$ cat src/rtl/cpu_dbg_pkg.sv
// rtl/cpu_dbg_pkg.sv - shared state type and seven-segment constants for the debug monitor
package cpu_dbg_pkg;

  typedef enum logic [1:0] {
    IDLE,
    RUN,
    STEP,
    BRK
  } dbg_state_t;

  // Active-low segments, bit order g..a
  localparam logic [6:0] BLANK_SEG = 7'h7F;

  localparam logic [6:0] HEX_LUT [16] = '{
    7'h40, 7'h79, 7'h24, 7'h30,
    7'h19, 7'h12, 7'h02, 7'h78,
    7'h00, 7'h10, 7'h08, 7'h03,
    7'h46, 7'h21, 7'h06, 7'h0E
  };

endpackage

$ cat src/rtl/hex_digit_enc.sv
// rtl/hex_digit_enc.sv - one nibble to active-low seven-segment pattern, with blanking
module hex_digit_enc (
  input  logic [3:0] nibble,
  input  logic       blank,
  output logic [6:0] seg
);
  import cpu_dbg_pkg::*;

  // Blank overrides the nibble so out-of-range digit positions stay dark
  always_comb begin
    seg = blank ? BLANK_SEG : HEX_LUT[nibble];
  end

endmodule

$ cat src/rtl/cpu_debug_monitor.sv
// rtl/cpu_debug_monitor.sv - run/step/breakpoint clock gating and snapshot readout; DBG_BREAKPOINT_EN enables the PC breakpoint
module cpu_debug_monitor #(
  parameter int DATA_W        = 32,
  parameter int NUM_CH        = 16,
  parameter int CYC_PER_INSTR = 7,
  parameter int HEX_DIGITS    = 6
) (
  input  logic                       clk,
  input  logic                       rst,
  input  logic                       run_mode,
  input  logic                       step_req,
  input  logic [$clog2(NUM_CH)-1:0]  ch_sel,
  input  logic                       disp_sel,
  input  logic                       page,
  input  logic [NUM_CH*DATA_W-1:0]   ch_data,
  input  logic [DATA_W-1:0]          status_in,
  input  logic [DATA_W-1:0]          pc_in,
  input  logic [DATA_W-1:0]          brk_addr,
  input  logic                       brk_arm,
  output logic                       cpu_en,
  output logic                       instr_done,
  output logic                       halted,
  output logic [HEX_DIGITS*7-1:0]    hex_out,
  output logic [9:0]                 led_out
);
  import cpu_dbg_pkg::*;

  localparam int SEL_W = $clog2(NUM_CH);
  localparam int CNT_W = (CYC_PER_INSTR > 1) ? $clog2(CYC_PER_INSTR) : 1;
  localparam logic [CNT_W-1:0] LAST_CNT = CNT_W'(CYC_PER_INSTR - 1);
  localparam bit ONE_CYC = (CYC_PER_INSTR == 1);
  localparam int NIBBLES = DATA_W / 4;

  dbg_state_t        state;
  logic [CNT_W-1:0]  cnt;
  logic [CNT_W-1:0]  cnt_nxt;
  logic              brk_hit;
  logic              stopped;
  logic [SEL_W-1:0]  sel_q;
  logic [DATA_W-1:0] snap_ch;
  logic [DATA_W-1:0] snap_st;
  logic [DATA_W-1:0] disp_word;
  logic [HEX_DIGITS*7-1:0] seg_all;

  assign cnt_nxt = cnt + 1'b1;
  assign stopped = (state == IDLE) || (state == BRK);

`ifdef DBG_BREAKPOINT_EN
  // Breakpoint only matters at an instruction boundary, where the FSM samples it
  assign brk_hit = brk_arm && (pc_in == brk_addr);
`else
  logic unused_brk;
  assign brk_hit    = 1'b0;
  assign unused_brk = ^{brk_addr, brk_arm, pc_in};
`endif

  // Control FSM: the cycle counter only runs while the core is enabled, and the
  // run/stop decision is made only at cnt == LAST_CNT so instructions never split
  always_ff @(posedge clk) begin
    if (rst) begin
      state      <= IDLE;
      cnt        <= '0;
      cpu_en     <= 1'b0;
      instr_done <= 1'b0;
      halted     <= 1'b1;
    end else begin
      case (state)
        IDLE, BRK: begin
          if ((state == IDLE && run_mode) || step_req) begin
            state      <= (state == IDLE && run_mode) ? RUN : STEP;
            cnt        <= '0;
            cpu_en     <= 1'b1;
            instr_done <= ONE_CYC;
            halted     <= 1'b0;
          end
        end
        RUN, STEP: begin
          if (cnt == LAST_CNT) begin
            cnt <= '0;
            if (!brk_hit && state == RUN && run_mode) begin
              instr_done <= ONE_CYC;
            end else begin
              state      <= brk_hit ? BRK : IDLE;
              cpu_en     <= 1'b0;
              instr_done <= 1'b0;
              halted     <= 1'b1;
            end
          end else begin
            cnt        <= cnt_nxt;
            instr_done <= (cnt_nxt == LAST_CNT);
          end
        end
        default: begin
          state      <= IDLE;
          cnt        <= '0;
          cpu_en     <= 1'b0;
          instr_done <= 1'b0;
          halted     <= 1'b1;
        end
      endcase
    end
  end

  // Snapshots: capture at each boundary; while stopped, follow a channel reselect
  always_ff @(posedge clk) begin
    if (rst) begin
      sel_q   <= '0;
      snap_ch <= '0;
      snap_st <= '0;
    end else begin
      sel_q <= ch_sel;
      if (instr_done) begin
        snap_ch <= ch_data[int'(ch_sel)*DATA_W +: DATA_W];
        snap_st <= status_in;
      end else if (stopped && (ch_sel != sel_q)) begin
        snap_ch <= ch_data[int'(ch_sel)*DATA_W +: DATA_W];
      end
    end
  end

  // Word being displayed follows the selects combinationally; outputs are registered below
  always_comb begin
    disp_word = disp_sel ? snap_st : snap_ch;
  end

  for (genvar d = 0; d < HEX_DIGITS; d++) begin : g_digit
    logic [3:0] nib_lo;
    logic [3:0] nib_hi;
    logic       blank_lo;
    logic       blank_hi;

    if (d < NIBBLES) begin : g_lo
      assign nib_lo   = disp_word[d*4 +: 4];
      assign blank_lo = 1'b0;
    end else begin : g_lo_blank
      assign nib_lo   = 4'h0;
      assign blank_lo = 1'b1;
    end

    if (HEX_DIGITS + d < NIBBLES) begin : g_hi
      assign nib_hi   = disp_word[(HEX_DIGITS+d)*4 +: 4];
      assign blank_hi = 1'b0;
    end else begin : g_hi_blank
      assign nib_hi   = 4'h0;
      assign blank_hi = 1'b1;
    end

    hex_digit_enc u_enc (
      .nibble (page ? nib_hi : nib_lo),
      .blank  (page ? blank_hi : blank_lo),
      .seg    (seg_all[d*7 +: 7])
    );
  end

  // Register the board-facing readout so it changes one cycle after its sources
  always_ff @(posedge clk) begin
    if (rst) begin
      hex_out <= {HEX_DIGITS{7'h40}};
      led_out <= '0;
    end else begin
      hex_out <= seg_all;
      led_out <= snap_ch[9:0];
    end
  end

endmodule

$ cat config.mk
export PLATFORM = sky130hd
export DESIGN_NAME = cpu_debug_monitor
export DESIGN_NICKNAME = d
export VERILOG_FILES = /design/src/rtl/cpu_dbg_pkg.sv /design/src/rtl/hex_digit_enc.sv /design/src/rtl/cpu_debug_monitor.sv
export SDC_FILE = /design/constraint.sdc
export NUM_CORES = 1
export LEC_CHECK = 0
export CORE_AREA = 4 4 259 261
export CTS_CLUSTER_DIAMETER = 100
export DETAILED_ROUTE_END_ITERATION = 16
export DIE_AREA = 0 0 263 265
export PLACE_DENSITY = 0.54
export REMOVE_ABC_BUFFERS = 1
export SYNTH_ARGS = -nofsm -noshare
export SYNTH_HDL_FRONTEND = slang
export SYNTH_SLANG_ARGS = --single-unit
$ cat constraint.sdc
create_clock -name clk -period 2.5 [get_ports clk]
set_input_delay 0.5 -clock clk [delete_from_list [all_inputs] [get_ports clk]]
set_output_delay 0.5 -clock clk [all_outputs]
set_load 0.005 [all_outputs]
; Word level (Yosys, flattened, before mapping)
; Memories as Yosys holds them, arrays and structs flattened. A register that Yosys moved wholly into a read port is not among the register bits.
; Cells that the tools add are included.
[op_classes]
addsub = 1
n_lt_le_gt_ge = 6
n_eq_ne = 9
shifts = 1
muxes = 44
n_bitwise = 6
n_reduce_logical = 11
[ops]
columns = cell, n
row1 = $shiftx A512 B10 Y32, 1
row2 = $mux W32, 3
row3 = $mux W7, 12
row4 = $ge A5 B5 Y1 const B, 6
row5 = $not A4 Y5, 6
row6 = $mux W4, 6
row7 = $mux W6, 4
row8 = $mux W1, 8
row9 = $mux W2, 4
row10 = $eq A3 B3 Y1 const B, 2
row11 = $mux W3, 2
row12 = $ne A2 B2 Y1 const B, 3
row13 = $pmux W1 S2, 3
row14 = $pmux W3 S2, 1
row15 = $reduce_or A2 Y1, 3
row16 = $eq A2 B2 Y1 const B, 2
row17 = $ne A4 B4 Y1, 1
row18 = $pmux W2 S2, 1
row19 = $add A3 B1 Y3 const B, 1
row20 = $logic_and A1 B1 Y1, 3
row21 = $reduce_and A3 Y1, 1
row22 = $eq A2 B1 Y1 const B, 1
row23 = $logic_not A2 Y1, 1
row24 = $logic_or A1 B1 Y1, 2
row25 = $reduce_bool A2 Y1, 1
[word_totals]
regBits = 128
mem_bits_ro = 672
inputBits = 619
output_inout_bits = 55
n_memories = 6
[mem_list]
columns = name, depth, width, read_ports, rd_clocked_by_memory_dff, wr, line_no
row1 = (no name shown), 16, 7, 1, 1, 0, hex_digit_enc.sv:11  ; seg = blank ? BLANK_SEG : HEX_LUT[nibble];
row2 = (no name shown), 16, 7, 1, 0, 0, hex_digit_enc.sv:11
row3 = (no name shown), 16, 7, 1, 1, 0, hex_digit_enc.sv:11
row4 = (no name shown), 16, 7, 1, 0, 0, hex_digit_enc.sv:11
row5 = (no name shown), 16, 7, 1, 0, 0, hex_digit_enc.sv:11
row6 = (no name shown), 16, 7, 1, 0, 0, hex_digit_enc.sv:11

; Logic depth before layout (Yosys ltp)
[logic_depth]
ltp_word = 7
depth_mapped = 11
ltp_nobuf = 8

; By module
; From an unflattened synthesis, not the netlist that was laid out.
[hier_totals]
cells_unflattened = 874
area_unflattened_um2 = 9990.8
[modules_own_cells]
columns = module, n_inst, cells_each, area_each_um2, seq_area_each_um2
row1 = cpu_debug_monitor, 1, 662, 8206.6, 2562.5
row2 = hex_digit_enc at g_digit[0].u_enc ..., 4, 35, 299.0, 0.0
row3 = hex_digit_enc at g_digit[4].u_enc ..., 2, 36, 294.0, 0.0

; Least setup slack after synthesis
; No wires, ideal clock.
[synth_timing]
kind = input to register
from = in disp_sel
to = reg hex_out[31]
setup_ns = 0.128
arrival_ns = 2.276
slack_ns = 0.097
stages = 11
path_buffers = 3
cell_sequence = buf_6 buf_12 buf_6 mux2i_1 nor2_1 inv_1 ha_1 inv_1 mux4_2 nor2_1 nor2_1
[synth_via]
elab_chain_cells = 7
[synth_rtl]
columns = element, line_no
row1 = start: declaration, cpu_debug_monitor.sv:13  ; input logic disp_sel,
row2 = $mux W32, cpu_debug_monitor.sv:123  ; disp_word = disp_sel ? snap_st : snap_ch;
row3 = $mux W4, cpu_debug_monitor.sv:149  ; .nibble (page ? nib_hi : nib_lo),
row4 = $not A4 Y5 (implied by the code), hex_digit_enc.sv:11
row5 = $mem_v2 Z16 W7, -
row6 = $mux W7 (implied by the code) (2 in series), hex_digit_enc.sv:11
row7 = $mux W6, hex_digit_enc.sv:11
row8 = end signal: assignment, cpu_debug_monitor.sv:158  ; hex_out <= {HEX_DIGITS{7'h40}};
row9 = end signal: assignment, cpu_debug_monitor.sv:161  ; hex_out <= seg_all;
row10 = end: declaration, cpu_debug_monitor.sv:23  ; output logic [HEX_DIGITS*7-1:0] hex_out,
; Every way passes these cells. The select of a mux whose other input is x is not followed.
; A chain may end at the register's enable or synchronous reset.

; Worst setup path in the final report
[layout_timing]
from = in ch_sel[1]
to = reg snap_ch[22]
[layout_via]
elab_chain_cells = 3
[layout_rtl]
columns = element, line_no
row1 = start: declaration, cpu_debug_monitor.sv:12  ; input logic [$clog2(NUM_CH)-1:0] ch_sel,
row2 = $shiftx A512 B10 Y32 or $ne A4 B4 Y1 (tied branches), "cpu_debug_monitor.sv:113, cpu_debug_monitor.sv:116, cpu_debug_monitor.sv:115"
row3 = $mux W32 or $logic_and A1 B1 Y1 (tied branches), cpu_debug_monitor.sv:115  ; end else if (stopped && (ch_sel != sel_q)) begin
row4 = $mux W32 or $reduce_bool A2 Y1 (tied branches), -
row5 = end signal: assignment, cpu_debug_monitor.sv:113  ; snap_ch <= ch_data[int'(ch_sel)*DATA_W +: DATA_W];
row6 = end signal: assignment, cpu_debug_monitor.sv:116  ; snap_ch <= ch_data[int'(ch_sel)*DATA_W +: DATA_W];
row7 = end: declaration, cpu_debug_monitor.sv:40  ; logic [DATA_W-1:0] snap_ch;
; Parallel ways exist; a longest one is shown, timed or not. The select of a mux whose other input is x is not followed.

==> results.yml <==
sta:
  max_freq_ghz: 0.479
  relSlewSlack: 0.386
  min_period_over_period: 0.835
  worst_slew_pin_slew_ps: 921
  hold_viol_final: 0
  setup_viol: 0
  hold_slack_ps: 352
  setup_ws_ps: 412
  finalMaxSlewViolations: 0
  fin_crit_ps: 2090
  rsz0062_at_grt: "no"
  fin_worst_skew_ps: 10.4
layout:
  area.growth.synth_to_final_pct: 82.6
  utilization: 0.278
  instances_no_fill: 2456
  multi_input_area_mm2: 0.00669
  fill_cells: 6741
  register_area_mm2: 0.00256
  drive_above_1_share: 0.186
  fin_nets: 2238
detailed_routing:
  first_pass_iters: 6
  vias_per_cell: 4.30
  drt_iter0_markers: 581
  drt-wirelength-per-cell_um: 22.7
  route.final.wire_length_um: 55800
  drc_errors: 0
  detail-route-antenna-nets: 0
  num_vias: 10557
logic_synthesis:
  synth-seq-area-share: 0.262
  syn_inst: 958
  synth-seq-cells: 128
  yosys_warnings: 0
  avgSynthCellArea_um2: 10.2
  syn_area_mm2: 0.00980
  yosysUniqueCellTypes: 50
status:
  status: "finished, final reports clean"
worst_setup_path:
  cpMostUsedCell: "buf_4"
  crit_required_ps: 2810
  critPathLaunch: "ch_sel[1]"
  critPathLaunchType: "input pin"
  slowest_delay_ps: 510
  worstSetupEndpointType: "flop"
  timing.critical_path.buf_inv: 3
  r2r-start: "state[0]"
  critPathSlowestCell: "mux4_2"
  crit_chain: "buf_6 > buf_4 > mux4_2 > o22ai_1 > nor3_1 > a221oi_1 > buf_4 > o21ai_0"
  path_max_fanout: 13
  path_delay_family: "buffers and inverters"
  path_class: "in2reg"
  r2r_setup_slack_ps: 460
  worstPathArrival_ps: 2400
worst_hold_path:
  hp-class: "in2reg"
  hp-start: "rst"
power_and_ir_drop:
  power_mw: 8.75
  p_leak_nw: 6.24
  vdd_drop_max_v: 0.000371
  power.density_mw_per_mm2: 489
clock_network:
  cts_buffers: 17
  clk-insertion-delay-late_ps: 430
  h-tree-depth: 4
  clock-root-buffer: "clkbuf_16"
  cts_resized: 0
  clkTransAtPathRegs_ps: 60
  cts_setup_buffers: 0
  clock-sinks: 128
  tritoncts: "done"
  clockBufferDepth: 2
  cts_hold_repair.buffers: 0
grt:
  grt_max_degree: 58
  grt_use_total: 0.152
  antenna_found_initial: 27
  grt_overflow: 0
  grt_pass1_vias: 11332
  grt_pass1_wl_um: 78100
die:
  pin_count: 674
  dieWidth_um: 263
  rows: 93
  die_area_mm2: 0.0697
  die_y_um: 265
  core_mm2: 0.0645
  initial_core_util: 0.152
place:
  placed_cells: 2417
  finalWeightedCongestion: 0.864
  numPortBuffers: 608
  hpwl_um: 47800
  place_ws_ps: -201
job:
  cap_violations: 0
## synthesized netlist by cell type (all sizes together)
cell type | instances | area share
buf | 55 | 0.037
nor2 | 78 | 0.031
mux2i | 58 | 0.059
inv | 19 | 0.0073
a311oi | 2 | 0.0018
o22a | 2 | 0.0018
mux4 | 108 | 0.25
mux2 | 44 | 0.051
or2 | 4 | 0.0026
or3b | 2 | 0.0018
a221oi | 33 | 0.029
ha | 38 | 0.049
xnor2 | 4 | 0.0036
nor3 | 43 | 0.022
nand3 | 5 | 0.0026
a31oi | 9 | 0.0057
o21a | 1 | 0.00077
nor4 | 2 | 0.0013
nand4b | 2 | 0.0018
a2111oi | 1 | 0.0015
nor3b | 2 | 0.0015
a41oi | 1 | 0.00089
a221o | 1 | 0.0010
nand2b | 4 | 0.0026
or3 | 1 | 0.00064
and2 | 2 | 0.0013
o21bai | 3 | 0.0023
a22oi | 1 | 0.00077
nand2 | 52 | 0.020
dfxtp | 128 | 0.26
a21oi | 35 | 0.018
o211ai | 3 | 0.0023
nor2b | 49 | 0.031
a211o | 3 | 0.0027
nand3b | 8 | 0.0061
o21ai | 43 | 0.022
o22ai | 31 | 0.020
clkbuf | 39 | 0.015
a21boi | 3 | 0.0023
a211oi | 39 | 0.030
## power by group
group / internal [mW] / total [mW] / switching, mW
logic: 2.05 / 3.51 / 1.46
clock network: 1.50 / 2.58 / 1.08
registers: 2.38 / 2.66 / 0.274
total: 5.94 / 8.75 / 2.82
## metal layers
metal  part of all wire  GRT usage  vias to the layer above
met5             0.0025          0                        -
met4              0.020     0.0392                       20
met2               0.48      0.256                      447
li1                   -          -                     4950
met1               0.41      0.187                     5065
met3              0.086     0.0531                       75
## kinds of logic after synthesis
logic type / count (synthesis) / share of synthesized area
simple gates: 254 / 0.126
compound gates: 211 / 0.143
xor+xnor: 4 / 0.00358
mux: 210 / 0.358
fa+ha+maj: 38 / 0.0485
flops: 128 / 0.262
buf+inv: 113 / 0.0591
## worst reg2reg max path: stages (launching register included)
cell and delay (ps):
dfxtp_1 350, inv_1 60, ha_1 350, buf_4 210, a221o_1 410, or3b_2 470, a21oi_1 130
## layout make-up
cell class | count | share of cell area
timing repair buffer | 698 | 0.385
multi-input combinational | 717 | 0.374
sequential | 128 | 0.143
tap | 855 | 0.0598
clock buffer | 17 | 0.0238
clock inverter | 15 | 0.00993
inverter | 19 | 0.00399
antenna | 7 | 0.000979
## cell usage in the layout (no fill, tap or decap), types with 33 or more instances in the layout
cell type and instances:
nand2_1 51, dfxtp_1 127, nor2_1 75, mux2_2 42, ha_1 38, a221oi_1 33
a211oi_1 39, clkdlybuf4s50_1 601, o21ai_0 42, buf_4 80, nor3_1 42, mux4_2 108
a21oi_1 35, mux2i_1 58, nor2b_1 48
## worst paths after layout
path	endpoint	cells past startpoint
worst max-delay path	snap_ch[22]	8
worst min-delay path	hex_out[14]	2
worst max register to register	state[1]	6
worst min register to register	state[1]	2
## metrics by stage
stage	area [µm²]	setup TNS, ps
final	17900	0
after global routing	17900	0
after CTS	17900	0
after detailed placement	17300	-313
after global placement	17300	-238
after floorplan	9290	-14200
## state kept, by name, summed over array words and instances (netlist names)
| signal | count |
|---|---|
| snap_ch | 32 |
| cnt | 3 |
| hex_out | 42 |
| state | 2 |
| sel_q | 4 |
| instr_done | 1 |
| cpu_en | 1 |
| led_out | 10 |
| snap_st | 32 |
| halted | 1 |
Power figures use the tool's default switching activity.
